--- src/rtl/riscv_pkg.sv ---
// Shared types and widths for the RV32I execute stage: ALU op codes, forwarding selects
// and the EX/MEM pipeline register layout.
package riscv_pkg;

  localparam int unsigned XLEN   = 32;
  localparam int unsigned REG_AW = 5;

  typedef enum logic [2:0] {
    ADD = 3'b000,
    SUB = 3'b001,
    AND = 3'b010,
    OR  = 3'b011,
    XOR = 3'b100,
    SLT = 3'b101,
    SLL = 3'b110,
    SRL = 3'b111
  } alu_ctrl_t;

  typedef enum logic [1:0] {
    FwdRd  = 2'b00,
    FwdW   = 2'b01,
    FwdM   = 2'b10,
    FwdRd2 = 2'b11
  } fwd_sel_t;

  typedef struct packed {
    logic              valid;
    logic              reg_write;
    logic              mem_write;
    logic [1:0]        result_src;
    logic [XLEN-1:0]   alu_result;
    logic [XLEN-1:0]   write_data;
    logic [XLEN-1:0]   pc_plus4;
    logic [REG_AW-1:0] rd;
  } exmem_t;

  // Code 11 is unused by the hazard unit and falls back to the register-file value.
  function automatic logic [XLEN-1:0] fwd_mux(input fwd_sel_t sel, input logic [XLEN-1:0] rd,
                                              input logic [XLEN-1:0] w,
                                              input logic [XLEN-1:0] m);
    case (sel)
      FwdW:    return w;
      FwdM:    return m;
      default: return rd;
    endcase
  endfunction

endpackage

--- src/rtl/ex_stage_if.sv ---
// ID/EX inputs, hazard controls and EX/MEM outputs of the execute stage.
// master drives the stage inputs; slave is the ex_stage side.
interface ex_stage_if;
  import riscv_pkg::*;

  logic              stall;
  logic              flush;
  logic              valid_e;
  logic [XLEN-1:0]   rd1_e;
  logic [XLEN-1:0]   rd2_e;
  logic [XLEN-1:0]   imm_ext_e;
  logic [XLEN-1:0]   pc_e;
  logic [XLEN-1:0]   pc_plus4_e;
  logic [REG_AW-1:0] rd_e;
  logic [2:0]        alu_control;
  logic              alu_src_e;
  logic              reg_write_e;
  logic              mem_write_e;
  logic [1:0]        result_src_e;
  logic              branch_e;
  logic              jump_e;
  logic [1:0]        forward_a_e;
  logic [1:0]        forward_b_e;
  logic [XLEN-1:0]   result_w;

  logic              pc_src_e;
  logic [XLEN-1:0]   pc_target_e;
  logic              valid_m;
  logic              reg_write_m;
  logic              mem_write_m;
  logic [1:0]        result_src_m;
  logic [XLEN-1:0]   alu_result_m;
  logic [XLEN-1:0]   write_data_m;
  logic [XLEN-1:0]   pc_plus4_m;
  logic [REG_AW-1:0] rd_m;

  modport master (
    output stall, flush, valid_e, rd1_e, rd2_e, imm_ext_e, pc_e, pc_plus4_e, rd_e, alu_control,
           alu_src_e, reg_write_e, mem_write_e, result_src_e, branch_e, jump_e, forward_a_e,
           forward_b_e, result_w,
    input  pc_src_e, pc_target_e, valid_m, reg_write_m, mem_write_m, result_src_m,
           alu_result_m, write_data_m, pc_plus4_m, rd_m
  );

  modport slave (
    input  stall, flush, valid_e, rd1_e, rd2_e, imm_ext_e, pc_e, pc_plus4_e, rd_e, alu_control,
           alu_src_e, reg_write_e, mem_write_e, result_src_e, branch_e, jump_e, forward_a_e,
           forward_b_e, result_w,
    output pc_src_e, pc_target_e, valid_m, reg_write_m, mem_write_m, result_src_m,
           alu_result_m, write_data_m, pc_plus4_m, rd_m
  );

endinterface

--- src/rtl/ex_stage_alu_unit.sv ---
// Combinational RV32I ALU. Define ALU_EXT_OPS_EN to enable xor/sll/srl (codes 100/110/111);
// otherwise those codes yield 0.
module alu_unit
  import riscv_pkg::*;
#(
  parameter int unsigned XLEN = riscv_pkg::XLEN
) (
  input  logic [XLEN-1:0] a_i,
  input  logic [XLEN-1:0] b_i,
  input  logic [2:0]      alu_control_i,
  output logic [XLEN-1:0] result_o,
  output logic            zero_o
);

  logic lt;

  always_comb begin
    lt       = $signed(a_i) < $signed(b_i);
    result_o = '0;
    case (alu_ctrl_t'(alu_control_i))
      ADD:     result_o = a_i + b_i;
      SUB:     result_o = a_i - b_i;
      AND:     result_o = a_i & b_i;
      OR:      result_o = a_i | b_i;
      SLT:     result_o = {{(XLEN-1){1'b0}}, lt};
`ifdef ALU_EXT_OPS_EN
      XOR:     result_o = a_i ^ b_i;
      SLL:     result_o = a_i << b_i[4:0];
      SRL:     result_o = a_i >> b_i[4:0];
`endif
      default: result_o = '0;
    endcase
    zero_o = (result_o == '0);
  end

endmodule

--- src/rtl/ex_stage.sv ---
// RV32I execute stage: operand forwarding, ALU, beq/jal redirect and the EX/MEM register.
// ALU_EXT_OPS_EN (see alu_unit) enables the xor/sll/srl operations.
module ex_stage
  import riscv_pkg::*;
(
  input logic       clk,
  input logic       rst,
  ex_stage_if.slave bus
);

  logic [XLEN-1:0] src_a, fwd_b, src_b, alu_result;
  logic            alu_zero;
  exmem_t          exmem_d, exmem_q;

  always_comb begin
    src_a = fwd_mux(fwd_sel_t'(bus.forward_a_e), bus.rd1_e, bus.result_w, exmem_q.alu_result);
    fwd_b = fwd_mux(fwd_sel_t'(bus.forward_b_e), bus.rd2_e, bus.result_w, exmem_q.alu_result);
    src_b = bus.alu_src_e ? bus.imm_ext_e : fwd_b;
  end

  alu_unit #(
    .XLEN(XLEN)
  ) u_alu (
    .a_i          (src_a),
    .b_i          (src_b),
    .alu_control_i(bus.alu_control),
    .result_o     (alu_result),
    .zero_o       (alu_zero)
  );

  // Redirect is deliberately not gated by stall/flush; the hazard unit owns that decision.
  assign bus.pc_src_e    = bus.valid_e & (bus.jump_e | (bus.branch_e & alu_zero));
  assign bus.pc_target_e = bus.pc_e + bus.imm_ext_e;

  always_comb begin
    exmem_d = exmem_q;
    if (bus.flush) begin
      exmem_d = '0;
    end else if (!bus.stall) begin
      exmem_d.valid      = bus.valid_e;
      exmem_d.reg_write  = bus.valid_e & bus.reg_write_e;
      exmem_d.mem_write  = bus.valid_e & bus.mem_write_e;
      exmem_d.result_src = bus.result_src_e;
      exmem_d.alu_result = alu_result;
      exmem_d.write_data = fwd_b;
      exmem_d.pc_plus4   = bus.pc_plus4_e;
      exmem_d.rd         = bus.rd_e;
    end
  end

  always_ff @(posedge clk) begin
    if (rst) begin
      exmem_q <= '0;
    end else begin
      exmem_q <= exmem_d;
    end
  end

  assign bus.valid_m      = exmem_q.valid;
  assign bus.reg_write_m  = exmem_q.reg_write;
  assign bus.mem_write_m  = exmem_q.mem_write;
  assign bus.result_src_m = exmem_q.result_src;
  assign bus.alu_result_m = exmem_q.alu_result;
  assign bus.write_data_m = exmem_q.write_data;
  assign bus.pc_plus4_m   = exmem_q.pc_plus4;
  assign bus.rd_m         = exmem_q.rd;

endmodule
--- src/flat_wrapper.sv ---
// flat-port wrapper written by rule: the top's interface ports become plain ports
module ex_stage_flat import riscv_pkg::*;
  (clk, rst, bus_stall, bus_flush, bus_valid_e, bus_rd1_e, bus_rd2_e, bus_imm_ext_e, bus_pc_e, bus_pc_plus4_e, bus_rd_e, bus_alu_control, bus_alu_src_e, bus_reg_write_e, bus_mem_write_e, bus_result_src_e, bus_branch_e, bus_jump_e, bus_forward_a_e, bus_forward_b_e, bus_result_w, bus_pc_src_e, bus_pc_target_e, bus_valid_m, bus_reg_write_m, bus_mem_write_m, bus_result_src_m, bus_alu_result_m, bus_write_data_m, bus_pc_plus4_m, bus_rd_m);
  ex_stage_if bus_i ();
  input logic clk;
  input logic rst;
  input wire logic [$bits(bus_i.stall)-1:0] bus_stall;
  input wire logic [$bits(bus_i.flush)-1:0] bus_flush;
  input wire logic [$bits(bus_i.valid_e)-1:0] bus_valid_e;
  input wire logic [$bits(bus_i.rd1_e)-1:0] bus_rd1_e;
  input wire logic [$bits(bus_i.rd2_e)-1:0] bus_rd2_e;
  input wire logic [$bits(bus_i.imm_ext_e)-1:0] bus_imm_ext_e;
  input wire logic [$bits(bus_i.pc_e)-1:0] bus_pc_e;
  input wire logic [$bits(bus_i.pc_plus4_e)-1:0] bus_pc_plus4_e;
  input wire logic [$bits(bus_i.rd_e)-1:0] bus_rd_e;
  input wire logic [$bits(bus_i.alu_control)-1:0] bus_alu_control;
  input wire logic [$bits(bus_i.alu_src_e)-1:0] bus_alu_src_e;
  input wire logic [$bits(bus_i.reg_write_e)-1:0] bus_reg_write_e;
  input wire logic [$bits(bus_i.mem_write_e)-1:0] bus_mem_write_e;
  input wire logic [$bits(bus_i.result_src_e)-1:0] bus_result_src_e;
  input wire logic [$bits(bus_i.branch_e)-1:0] bus_branch_e;
  input wire logic [$bits(bus_i.jump_e)-1:0] bus_jump_e;
  input wire logic [$bits(bus_i.forward_a_e)-1:0] bus_forward_a_e;
  input wire logic [$bits(bus_i.forward_b_e)-1:0] bus_forward_b_e;
  input wire logic [$bits(bus_i.result_w)-1:0] bus_result_w;
  output wire logic [$bits(bus_i.pc_src_e)-1:0] bus_pc_src_e;
  output wire logic [$bits(bus_i.pc_target_e)-1:0] bus_pc_target_e;
  output wire logic [$bits(bus_i.valid_m)-1:0] bus_valid_m;
  output wire logic [$bits(bus_i.reg_write_m)-1:0] bus_reg_write_m;
  output wire logic [$bits(bus_i.mem_write_m)-1:0] bus_mem_write_m;
  output wire logic [$bits(bus_i.result_src_m)-1:0] bus_result_src_m;
  output wire logic [$bits(bus_i.alu_result_m)-1:0] bus_alu_result_m;
  output wire logic [$bits(bus_i.write_data_m)-1:0] bus_write_data_m;
  output wire logic [$bits(bus_i.pc_plus4_m)-1:0] bus_pc_plus4_m;
  output wire logic [$bits(bus_i.rd_m)-1:0] bus_rd_m;
  assign bus_i.stall = bus_stall;
  assign bus_i.flush = bus_flush;
  assign bus_i.valid_e = bus_valid_e;
  assign bus_i.rd1_e = bus_rd1_e;
  assign bus_i.rd2_e = bus_rd2_e;
  assign bus_i.imm_ext_e = bus_imm_ext_e;
  assign bus_i.pc_e = bus_pc_e;
  assign bus_i.pc_plus4_e = bus_pc_plus4_e;
  assign bus_i.rd_e = bus_rd_e;
  assign bus_i.alu_control = bus_alu_control;
  assign bus_i.alu_src_e = bus_alu_src_e;
  assign bus_i.reg_write_e = bus_reg_write_e;
  assign bus_i.mem_write_e = bus_mem_write_e;
  assign bus_i.result_src_e = bus_result_src_e;
  assign bus_i.branch_e = bus_branch_e;
  assign bus_i.jump_e = bus_jump_e;
  assign bus_i.forward_a_e = bus_forward_a_e;
  assign bus_i.forward_b_e = bus_forward_b_e;
  assign bus_i.result_w = bus_result_w;
  assign bus_pc_src_e = bus_i.pc_src_e;
  assign bus_pc_target_e = bus_i.pc_target_e;
  assign bus_valid_m = bus_i.valid_m;
  assign bus_reg_write_m = bus_i.reg_write_m;
  assign bus_mem_write_m = bus_i.mem_write_m;
  assign bus_result_src_m = bus_i.result_src_m;
  assign bus_alu_result_m = bus_i.alu_result_m;
  assign bus_write_data_m = bus_i.write_data_m;
  assign bus_pc_plus4_m = bus_i.pc_plus4_m;
  assign bus_rd_m = bus_i.rd_m;
  ex_stage u_core (.clk(clk), .rst(rst), .bus(bus_i));
endmodule
--- config.mk ---
export PLATFORM = sky130hd
export DESIGN_NAME = ex_stage_flat
export DESIGN_NICKNAME = d
export VERILOG_FILES = /design/src/rtl/riscv_pkg.sv /design/src/rtl/ex_stage_if.sv /design/src/rtl/ex_stage_alu_unit.sv /design/src/rtl/ex_stage.sv /design/src/flat_wrapper.sv
export SDC_FILE = /design/constraint.sdc
export NUM_CORES = 1
export LEC_CHECK = 0
export BUFFER_PORTS_ARGS = -buffer_cell sky130_fd_sc_hd__buf_4
export CAP_MARGIN = 0
export CORE_UTILIZATION = 49
export DETAILED_ROUTE_END_ITERATION = 6
export PLACE_DENSITY_LB_ADDON = 0.15
export SETUP_SLACK_MARGIN = 0.2
export SLEW_MARGIN = 20
export SYNTH_ARGS = -nofsm -noshare
export SYNTH_HDL_FRONTEND = slang
export SYNTH_SLANG_ARGS = --single-unit
--- constraint.sdc ---
create_clock -name clk -period 6.1 [get_ports clk]
set_input_delay 1.22 -clock clk [delete_from_list [all_inputs] [get_ports clk]]
set_output_delay 1.22 -clock clk [all_outputs]
set_load 0.1 [all_outputs]
==> impl_results.md, run 1 <==
- Skew final: 16.9 ps
- Post-synth EDFFs: 0
- Required @ worst endpoint: 4880 ps
- Fin nets: 2679
- Post-route antenna net violation count: 0
- Layout cells sized above 1: 0.361
- Clock network power share: 0.159
- Final core utilization: 0.765
- GP Congestion: 1.09
- Placed Area: 17500 sq um
- Crit Path Class: input port to output pin
- Hold Path Class: flip-flop to flip-flop
- Worst Path Arrival: 5780 ps
- Worst setup EP type: output pin
- Total gr overflow: 0
- VDD IR max: 0.249 mV
- Worst slew margin: 0.259
- Num CTS Buffers: 9
- RR Startpoint: u_core.bus.alu_result_m[3]
- Pwr Total: 3900 uW
- Area Overhead vs Synth: 51.4%
- Number of H-tree levels: 3
- Clock Sinks: 106
- Status: complete, but fails checks
- Final Cycle Share: 1.15
- Die area: 25100 sq um
- Synthesis Warnings: 0
- Setup WS post-layout: -904 ps
- Root buffer cell: clkbuf_16
- Clock transition at path regs: 80 ps
- Skew-Pair Late Insertion Delay: 370 ps
- Unique masters post-synth: 86
- Critical path startpoint: bus_forward_b_e[0]
- Leading register cell type out of synthesis: dfxtp_1
- Final wirelength: 54.8 mm
- Post-Syn Nets: 2052
- Pins Over Slew Limit: 0
- Post-route setup TNS: -904 ps
- Clock buffer depth: 2
- Hold Crit Depth: 2
- Synthesized flop and latch total: 106
- Post-synthesis sequential area ratio: 0.177
- Post-DP HPWL: 44.4 mm
- Static Leak: 0.00890 uW
- R2R depth: 19
- Core area: 23800 sq um
- DR WL/cell: 20.8 um
- Detailed router's first-iteration violation count: 1839
- Final setup viols: 1
- Flop2flop setup slack: 1840 ps
- CTS tree: done
- Hold endpoint: u_core.bus.write_data_m[25]
- Synth async-reset ratio: 0
- Crit path launch type: input port
- FP Rows: 56
- Post-route design area: 18200 sq um
- Die X: 159 um
- Final Hold Viols: 0
- Worst R2R End: u_core.bus.alu_result_m[27]
- Initial antenna violation count: 2
- Syn_area_per_cell: 7.11 sq um
- Failing checks: DRC, setup timing
- Largest net degree at the start of global routing: 102
- Initial Utilization: 0.506
- Via density: 5.94
- Die Y-Extent: 159 um
- Combinational fraction of design power: 0.653
- FMAX: 143 MHz
- Io pins: 355
- Setup WS pre-CTS: -1010 ps
- Port bufs: 354
- RSZ-0062 raised after global routing: true
- First-pass GRT wire length: 81.1 mm
- CTS hold repair buffers: 0
- Hold wc startpoint: u_core.bus.write_data_m[25]
- Cell Pwr Density: 214 nW/um^2
- CP max FO: 8
- Final Critical Period: 7000 ps
- DRT Pass-1 Iters: 7
- Mapped cell area: 12000 sq um
- MaxCap Viol Count: 0
- Seq pwr share: 0.188
- Switching Fraction: 0.487
- Vias: 15700
- Slew @ Worst Pin: 1100 ps
- Post-Synthesis Cells: 1689
- Vias in the first global route: 15000
- NetSw: 1900 uW
- Total track usage: 0.424
- DRC: 3
- P_int: 2000 uW
## cell usage after synthesis (all sizes together) (4+ instances only)
cell | count | area, sq um
a21oi | 179 | 907
o2111ai | 6 | 52.6
and3 | 5 | 31.3
nor2b | 19 | 119
a2bb2oi | 4 | 35.0
a21o | 33 | 249
o21ai | 111 | 556
or2 | 5 | 31.3
nand2b | 15 | 93.8
mux2i | 54 | 541
o31ai | 13 | 97.6
buf | 35 | 211
o21bai | 17 | 131
or3 | 13 | 81.3
o311ai | 4 | 35.0
a211oi | 28 | 230
xor2 | 11 | 96.3
xnor2 | 37 | 324
clkbuf | 77 | 293
a221oi | 8 | 70.1
nand2 | 148 | 556
o211a | 4 | 40.0
o21a | 14 | 105
o22ai | 6 | 37.5
nor2 | 240 | 901
nor3 | 31 | 155
a22oi | 69 | 518
nor4 | 17 | 125
a31oi | 7 | 43.8
ha | 144 | 1800
nand3 | 22 | 110
a211o | 8 | 70.1
inv | 109 | 412
nand4 | 13 | 81.3
o31a | 4 | 36.3
o211ai | 13 | 97.6
dfxtp | 106 | 2120
## metal layers
layer,wire length [um],GRT usage,share of wire
met1,20800,0.525,0.38
met4,2800,0.217,0.051
met3,6750,0.126,0.12
met5,0,0,0
met2,24500,0.663,0.45
## worst max-delay path, stage by stage
cell and delay, ps:
buf_4 140, inv_8 30, ha_4 330, buf_2 240, nor2_1 90, a21oi_2 180, o21ai_2 130, ha_1 360
buf_4 160, nand2b_1 200, o311ai_4 160, buf_4 160, a211o_1 250, o31a_1 110, xnor2_1 150, a221o_1 340
nor4_2 300, nand4_1 200, nor4_2 290, nand4_1 190, o41ai_4 270, buf_6 280
## cells by family (layout without fill, tap and decap cells)
group	after synthesis	count (layout)	synth area share
AND/OR/NAND/NOR	543	543	0.200
other	0	2	0
flip-flops	106	106	0.177
adder cells (fa/ha/maj)	147	147	0.155
XOR/XNOR	48	48	0.0350
buffers and inverters	222	854	0.0766
AO/OA/AOI/OAI	568	568	0.310
multiplexers	55	55	0.0460
## timing repair
item	CTS	global route
resized for setup	39	18
endpoints found under the setup margin	1	4
setup buffers	6	0
pin swaps	10	4
## sequential cells by signal, summed over array words and instances, names as in the netlist
register                 flops
u_core.bus.write_data_m     32
u_core.bus.mem_write_m       1
u_core.bus.result_src_m      2
u_core.bus.alu_result_m     32
u_core.bus.rd_m              5
u_core.bus.valid_m           1
u_core.bus.reg_write_m       1
u_core.bus.pc_plus4_m       32
## worst max path at each step
stage                   endpoint  slack, ps
floorplan           bus_pc_src_e       -760
global placement    bus_pc_src_e      -1040
detailed placement  bus_pc_src_e      -1010
CTS                 bus_pc_src_e       -770
global route        bus_pc_src_e      -1060
finish              bus_pc_src_e       -900
## power by group through the flow
stage	logic, uW	clock network (uW)	registers (uW)
finish	2540	621	733
global route	2680	644	736
CTS	2470	619	732
detailed placement	2410	0	749
global placement	2380	0	748
floorplan	1310	0	908
## area by class of cell
class | count | area, sq um
Multi-Input combinational cell | 1361 | 9350
Fill cell | 1833 | 5570
Timing Repair Buffer | 728 | 5570
Sequential cell | 106 | 2120
Inverter | 110 | 423
Tap cell | 319 | 399
Clock buffer | 9 | 225
Clock inverter | 7 | 86.3
Antenna cell | 2 | 5.00
## cell usage in the layout (no fill, tap or decap), types with 22 or more instances in the layout
cell type / synthesis / final
nand2_1: 148 / 148
nor2_1: 240 / 238
nand3_1: 22 / 22
a21oi_1: 176 / 164
inv_1: 108 / 104
a211oi_1: 24 / 22
dfxtp_1: 106 / 106
a21o_1: 32 / 32
mux2i_1: 54 / 54
ha_1: 144 / 134
o21ai_0: 107 / 87
nor3_1: 31 / 29
a22oi_1: 69 / 68
xnor2_1: 37 / 34
buf_4: 5 / 716
## metrics by stage
stage,hold WS (ps),instances
2_1_floorplan,902,1689
3_5_place_dp,480,2617
4_1_cts,502,2639
3_3_place_gp,472,2617
5_1_grt,515,2642
6_report,499,2642
No activity file was read; power rests on OpenSTA's default activity.
==> inputs of run 2 (changes only) <==
- CORE_UTILIZATION: 49 -> 30
==> run 2 against run 1 <==
Against the previous run: the run ends with setup timing left; hold slack lost 7.9 ps; setup slack lost 100 ps; cell area grew 0.96%; total power shrank 1.3%; non-clock buffer count grew 9; register-to-register slack lost 80 ps; sequential share of layout area shrank 0.11 points; wire length grew 4.3%; die area grew 62%; first-iteration DRC count shrank 41%; core utilization shrank 30 points; combinational power is essentially flat; critical endpoint unchanged; largest cell class unchanged; highest routed layer is now met5.
==> impl_results.md, run 2 (synthesized netlist as in run 1, its figures left out) <==
- Most frequent cells in the layout: buf_4 (726), nor2_1 (239), a21oi_1 (171)
- Post-DP HPWL: 47.6 mm
- Detailed router's first-iteration violation count: 1076
- Initial Utilization: 0.307
- Switching Fraction: 0.476
- Status: complete, but fails checks
- Seq pwr share: 0.190
- Hold Crit Depth: 2
- Io pins: 355
- Slowest CP cell: fa_1
- Die Y-Extent: 202 um
- Hold Path Class: flip-flop to flip-flop
- Vias in the first global route: 14400
- Flop2flop setup slack: 1760 ps
- CP max FO: 17
- DR WL/cell: 20.1 um
- Root buffer cell: clkbuf_16
- Skew-Pair Late Insertion Delay: 360 ps
- Die area: 40800 sq um
- Largest net degree at the start of global routing: 102
- Final setup viols: 1
- FMAX: 141 MHz
- FP Rows: 72
- Commonest non-fill, non-tap cell in the layout: buf_4
- Initial antenna violation count: 2
- Final Hold Viols: 0
- RR Startpoint: u_core.bus.alu_result_m[13]
- DRT Pass-1 Iters: 5
- P_int: 2020 uW
- RSZ-0062 raised after global routing: true
- Top delay family on crit path: compound AO/OA/AOI/OAI gates
- Pins Over Slew Limit: 0
- Post-route design area: 18400 sq um
- Worst setup EP type: output pin
- CP peak stage delay: 480 ps
- Final Cycle Share: 1.16
- R2R depth: 20
- Clock network power share: 0.156
- Crit Path Class: input port to output pin
- Total track usage: 0.272
- Post-route antenna net violation count: 0
- Worst R2R End: u_core.bus.alu_result_m[27]
- DRC: 0
- Final Critical Period: 7110 ps
- Instance count on the critical path: 24
- Worst-path cell chain: buf_4 > inv_1 > ha_1 > buf_12 > a22oi_1 > nor2_2 > a21oi_4 > o21ai_2 > ha_1 > inv_1 > fa_1 > nand2b_1 > a211oi_2 > o21a_1 > buf_4 > o2111ai_1 > o211ai_1 > nand3_1 > a32oi_1 > xnor2_1 > o22ai_1 > nand4bb_1 > o41ai_4 > buf_6
- Final wirelength: 57.2 mm
- Core area: 39100 sq um
- Required @ worst endpoint: 4880 ps
- CTS tree: done
- Critical path startpoint: bus_forward_b_e[1]
- Setup WS post-layout: -1010 ps
- Pwr Total: 3850 uW
- Placed Area: 17900 sq um
- Total gr overflow: 0
- NetSw: 1830 uW
- Non-filler cells, final: 2847
- First-pass GRT wire length: 85.9 mm
- Vias: 14900
- Fin nets: 2688
- Worst Path Arrival: 5890 ps
- Layout cells sized above 1: 0.356
- Skew final: 8.76 ps
- Hold endpoint: u_core.bus.write_data_m[23]
- Num CTS Buffers: 9
- Failing checks: setup timing
- Cell Pwr Density: 210 nW/um^2
- Combinational fraction of design power: 0.654
- Via density: 5.24
- Number of H-tree levels: 3
- MaxCap Viol Count: 0
- Clock buffer depth: 2
- Final core utilization: 0.469
- CTS hold repair buffers: 0
- Clock transition at path regs: 70 ps
- Hold wc startpoint: u_core.bus.write_data_m[23]
- Port bufs: 354
- FILL cells: 4038
- Buf/Inv on CP: 6
- Clock Sinks: 106
- Die X: 202 um
- Slew @ Worst Pin: 997 ps
- GP Congestion: 0.979
- Area Overhead vs Synth: 52.8%
- Worst slew margin: 0.336
- Crit path launch type: input port
- Static Leak: 0.00891 uW
- VDD IR max: 0.167 mV
- Placed cell count: 2828
-- run 2: area by class of cell --
| type | count | area, sq um | share of cell area |
|---|---|---|---|
| well taps | 518 | 648 | 0.0353 |
| repair buffers | 737 | 5630 | 0.307 |
| inverters | 110 | 423 | 0.0230 |
| multi-input cells | 1361 | 9250 | 0.504 |
| clock buffers | 9 | 225 | 0.0123 |
| flip-flops and latches | 106 | 2120 | 0.116 |
| clock inverters | 5 | 56.3 | 0.00307 |
| diodes | 1 | 2.50 | 0.000136 |
-- run 2: timing repair --
action | in CTS | in global routing
gates resized for setup | 18 | 12
setup endpoints to repair | 2 | 2
buffers inserted | 0 | 4
pin swaps | 5 | 4
-- run 2: power groups by stage --
| stage | registers [uW] | clock network [uW] | logic [uW] |
|---|---|---|---|
| finish | 732 | 600 | 2520 |
| global route | 735 | 634 | 2670 |
| CTS | 732 | 616 | 2480 |
| detailed placement | 748 | 0 | 2450 |
| global placement | 748 | 0 | 2450 |
| floorplan | 908 | 0 | 1310 |
-- run 2: worst min-delay path: cells and delay by family, from the launching register on --
| family | cells | cell delay [ps] |
|---|---|---|
| AO/OA/AOI/OAI | 1 | 60 |
| flip-flops | 1 | 330 |
| AND/OR/NAND/NOR | 1 | 70 |
-- run 2: metal layers --
metal	part of all wire	vias to the layer above	wire [um]	GRT usage
met3	0.068	49	3870	0.0505
met1	0.45	7075	25500	0.361
met2	0.47	526	26700	0.452
met4	0.020	2	1130	0.0652
li1	-	7278	-	-
met5	0.00023	-	13	0
-- run 2: worst max-delay path by stage --
stage,endpoint,slack (ps)
2_1_floorplan,bus_pc_src_e,-760
3_3_place_gp,bus_pc_src_e,-1230
3_5_place_dp,bus_pc_src_e,-1240
4_1_cts,bus_pc_src_e,-1020
5_1_grt,bus_pc_src_e,-1190
6_report,bus_pc_src_e,-1010
-- run 2: through the flow --
stage | hold slack [ps] | worst slack, ps | setup TNS (ps)
2_1_floorplan | 902 | -762 | -762
3_3_place_gp | 472 | -1230 | -1230
3_5_place_dp | 478 | -1240 | -1240
4_1_cts | 495 | -1020 | -1020
5_1_grt | 524 | -1190 | -1190
6_report | 491 | -1010 | -1010
==> inputs of run 3 (changes only) <==
- clock period: 6.1 -> 8.7 ns (I/O delays scaled with it)
==> run 3 against run 2 <==
Against the previous run: the flow now finishes without violations; cell area decreased by 13%; clock skew increased by 4.7 ps; via count decreased by 7.1%; register-to-register slack improved by 2600 ps; sequential share of layout area increased by 1.8 points; total power decreased by 35%; sequential power decreased by 30%; largest cell class unchanged; largest power group unchanged.
==> impl_results.md, run 3 (synthesized netlist as in run 1, its figures left out) <==
- VDD IR max: 0.151 mV
- Skew final: 13.4 ps
- Commonest non-fill, non-tap cell in the layout: buf_4
- Num CTS Buffers: 9
- Core area: 39100 sq um
- DR WL/cell: 22.5 um
- GP Congestion: 0.972
- Final Cycle Share: 0.952
- FMAX: 121 MHz
- R2R depth: 19
- Top delay family on crit path: compound AO/OA/AOI/OAI gates
- Final Critical Period: 8290 ps
- First-pass GRT wire length: 83.8 mm
- Static Leak: 0.00738 uW
- Vias in the first global route: 13600
- RSZ-0062 raised after global routing: false
- Area Overhead vs Synth: 32.7%
- Crit Path Class: input port to output pin
- Crit path launch type: input port
- Grt met2 use: 0.429
- MaxCap Viol Count: 0
- Final setup viols: 0
- Final core utilization: 0.408
- Worst slew margin: 0.405
- Clock transition at path regs: 80 ps
- Io pins: 355
- Hold Crit Depth: 2
- DRT Pass-1 Iters: 6
- FP Rows: 72
- Non-filler cells, final: 2546
- Fin nets: 2383
- Instance count on the critical path: 19
- FILL cells: 4204
- Final wirelength: 57.4 mm
- Number of H-tree levels: 3
- DRC: 0
- Worst setup EP type: output pin
- Most frequent cells in the layout: buf_4 (427), nor2_1 (240), a21oi_1 (170)
- Flop2flop setup slack: 4370 ps
- Slew @ Worst Pin: 892 ps
- Slowest CP cell: ha_1
- Die X: 202 um
- Buf/Inv on CP: 5
- Port bufs: 354
- Status: finished clean
- Required @ worst endpoint: 6960 ps
- CTS tree: done
- Pins Over Slew Limit: 0
- Total track usage: 0.272
- Worst Path Arrival: 6550 ps
- Setup WS post-layout: 415 ps
- Post-route setup TNS: 0 ps
- Vias: 13900
- Die area: 40800 sq um
- Via density: 5.45
- Clock Sinks: 106
- Total gr overflow: 0
- Largest net degree at the start of global routing: 97
- Hold Path Class: flip-flop to flip-flop
- Cell mode on critical path: buf_4
- Cell Pwr Density: 157 nW/um^2
- Layout cells sized above 1: 0.250
- Detailed router's first-iteration violation count: 1221
- Final Hold Viols: 0
- CTS hold repair buffers: 0
- CP max FO: 9
- Post-route antenna net violation count: 0
- Die Y-Extent: 202 um
- Setup WS pre-CTS: 19.2 ps
- GR peak layer: met2
- Clock buffer depth: 2
- CP peak stage delay: 440 ps
- Worst-path cell chain: buf_4 > inv_1 > ha_1 > buf_4 > a22oi_1 > o21ai_0 > ha_1 > a211o_1 > a211oi_4 > a211oi_2 > buf_4 > o21bai_2 > a21bo_2 > a21oi_1 > or3_1 > a32o_1 > nand4bb_4 > o41ai_4 > buf_6
- WHS: 495 ps
- Initial Utilization: 0.307
- Root buffer cell: clkbuf_16
- Placed cell count: 2521
- M3 GR Usage: 0.0800
- Post-DP HPWL: 46.5 mm
- Skew-Pair Late Insertion Delay: 400 ps
- Initial antenna violation count: 3
- Grt met1 use: 0.355
[run 3: changes by cell type in the layout (fill, tap and decap cells not counted), sizes merged]
cell / delta
clkbuf: +1
inv: +1
buf: -306
diode: +2
clkinvlp: +2
clkinv: -1
[run 3: power breakdown]
part	leakage, uW	switching, uW	internal (uW)
Clock	0.000143	244	230
Sequential	0.000861	15.1	501
Combinational	0.00638	1030	490
Total	0.00738	1290	1220
[run 3: worst paths after layout]
path,to,start
hold reg to reg,u_core.bus.write_data_m[10],u_core.bus.write_data_m[10]
setup reg to reg,u_core.bus.alu_result_m[28],u_core.bus.alu_result_m[0]
setup / recovery,bus_pc_src_e,bus_forward_a_e[1]
hold / removal,u_core.bus.write_data_m[10],u_core.bus.write_data_m[10]
[run 3: area by class of cell]
type | count | area, sq um | area share
Antenna cell | 3 | 7.51 | 0.000471
Multi-Input combinational cell | 1361 | 9140 | 0.574
Tap cell | 518 | 648 | 0.0407
Clock inverter | 7 | 88.8 | 0.00557
Clock buffer | 9 | 225 | 0.0141
Timing Repair Buffer | 432 | 3290 | 0.206
Inverter | 110 | 415 | 0.0261
Sequential cell | 106 | 2120 | 0.133
[run 3: worst reg2reg max path, cell delays in order (launching register included)]
cell and delay, ps:
dfxtp_1 500, a22oi_1 150, nor2_1 100, a21oi_1 70, o21ai_2 210, buf_4 140
ha_1 190, inv_1 80, fa_1 470, nand2b_1 200, a211oi_2 260, o21a_1 240
o2111ai_1 160, o211ai_1 230, nand3_1 190, a32oi_1 280, xnor2_1 100, o22ai_1 410
nand2_1 100, a21oi_1 160
[run 3: stage by stage]
| stage | total power [uW] | instance area (sq um) |
|---|---|---|
| after CTS | 2470 | 15700 |
| after detailed placement | 1980 | 15400 |
| after global placement | 1990 | 15400 |
| after floorplan | 1530 | 12000 |
| final | 2510 | 15900 |
| after global routing | 2630 | 15900 |
[run 3: layer usage]
metal  routed length [um]  vias to the layer above
met5                   12                        -
met4                 1360                        2
met3                 5640                       60
met2                25600                      609
met1                24800                     6530
li1                     -                     6675
[run 3: repair_timing]
item	CTS	global route
buffers inserted	0	5
pin swaps	0	11
cloned	0	1
hold endpoints to repair	0	0
resized for setup	8	47
setup endpoints to repair	1	1
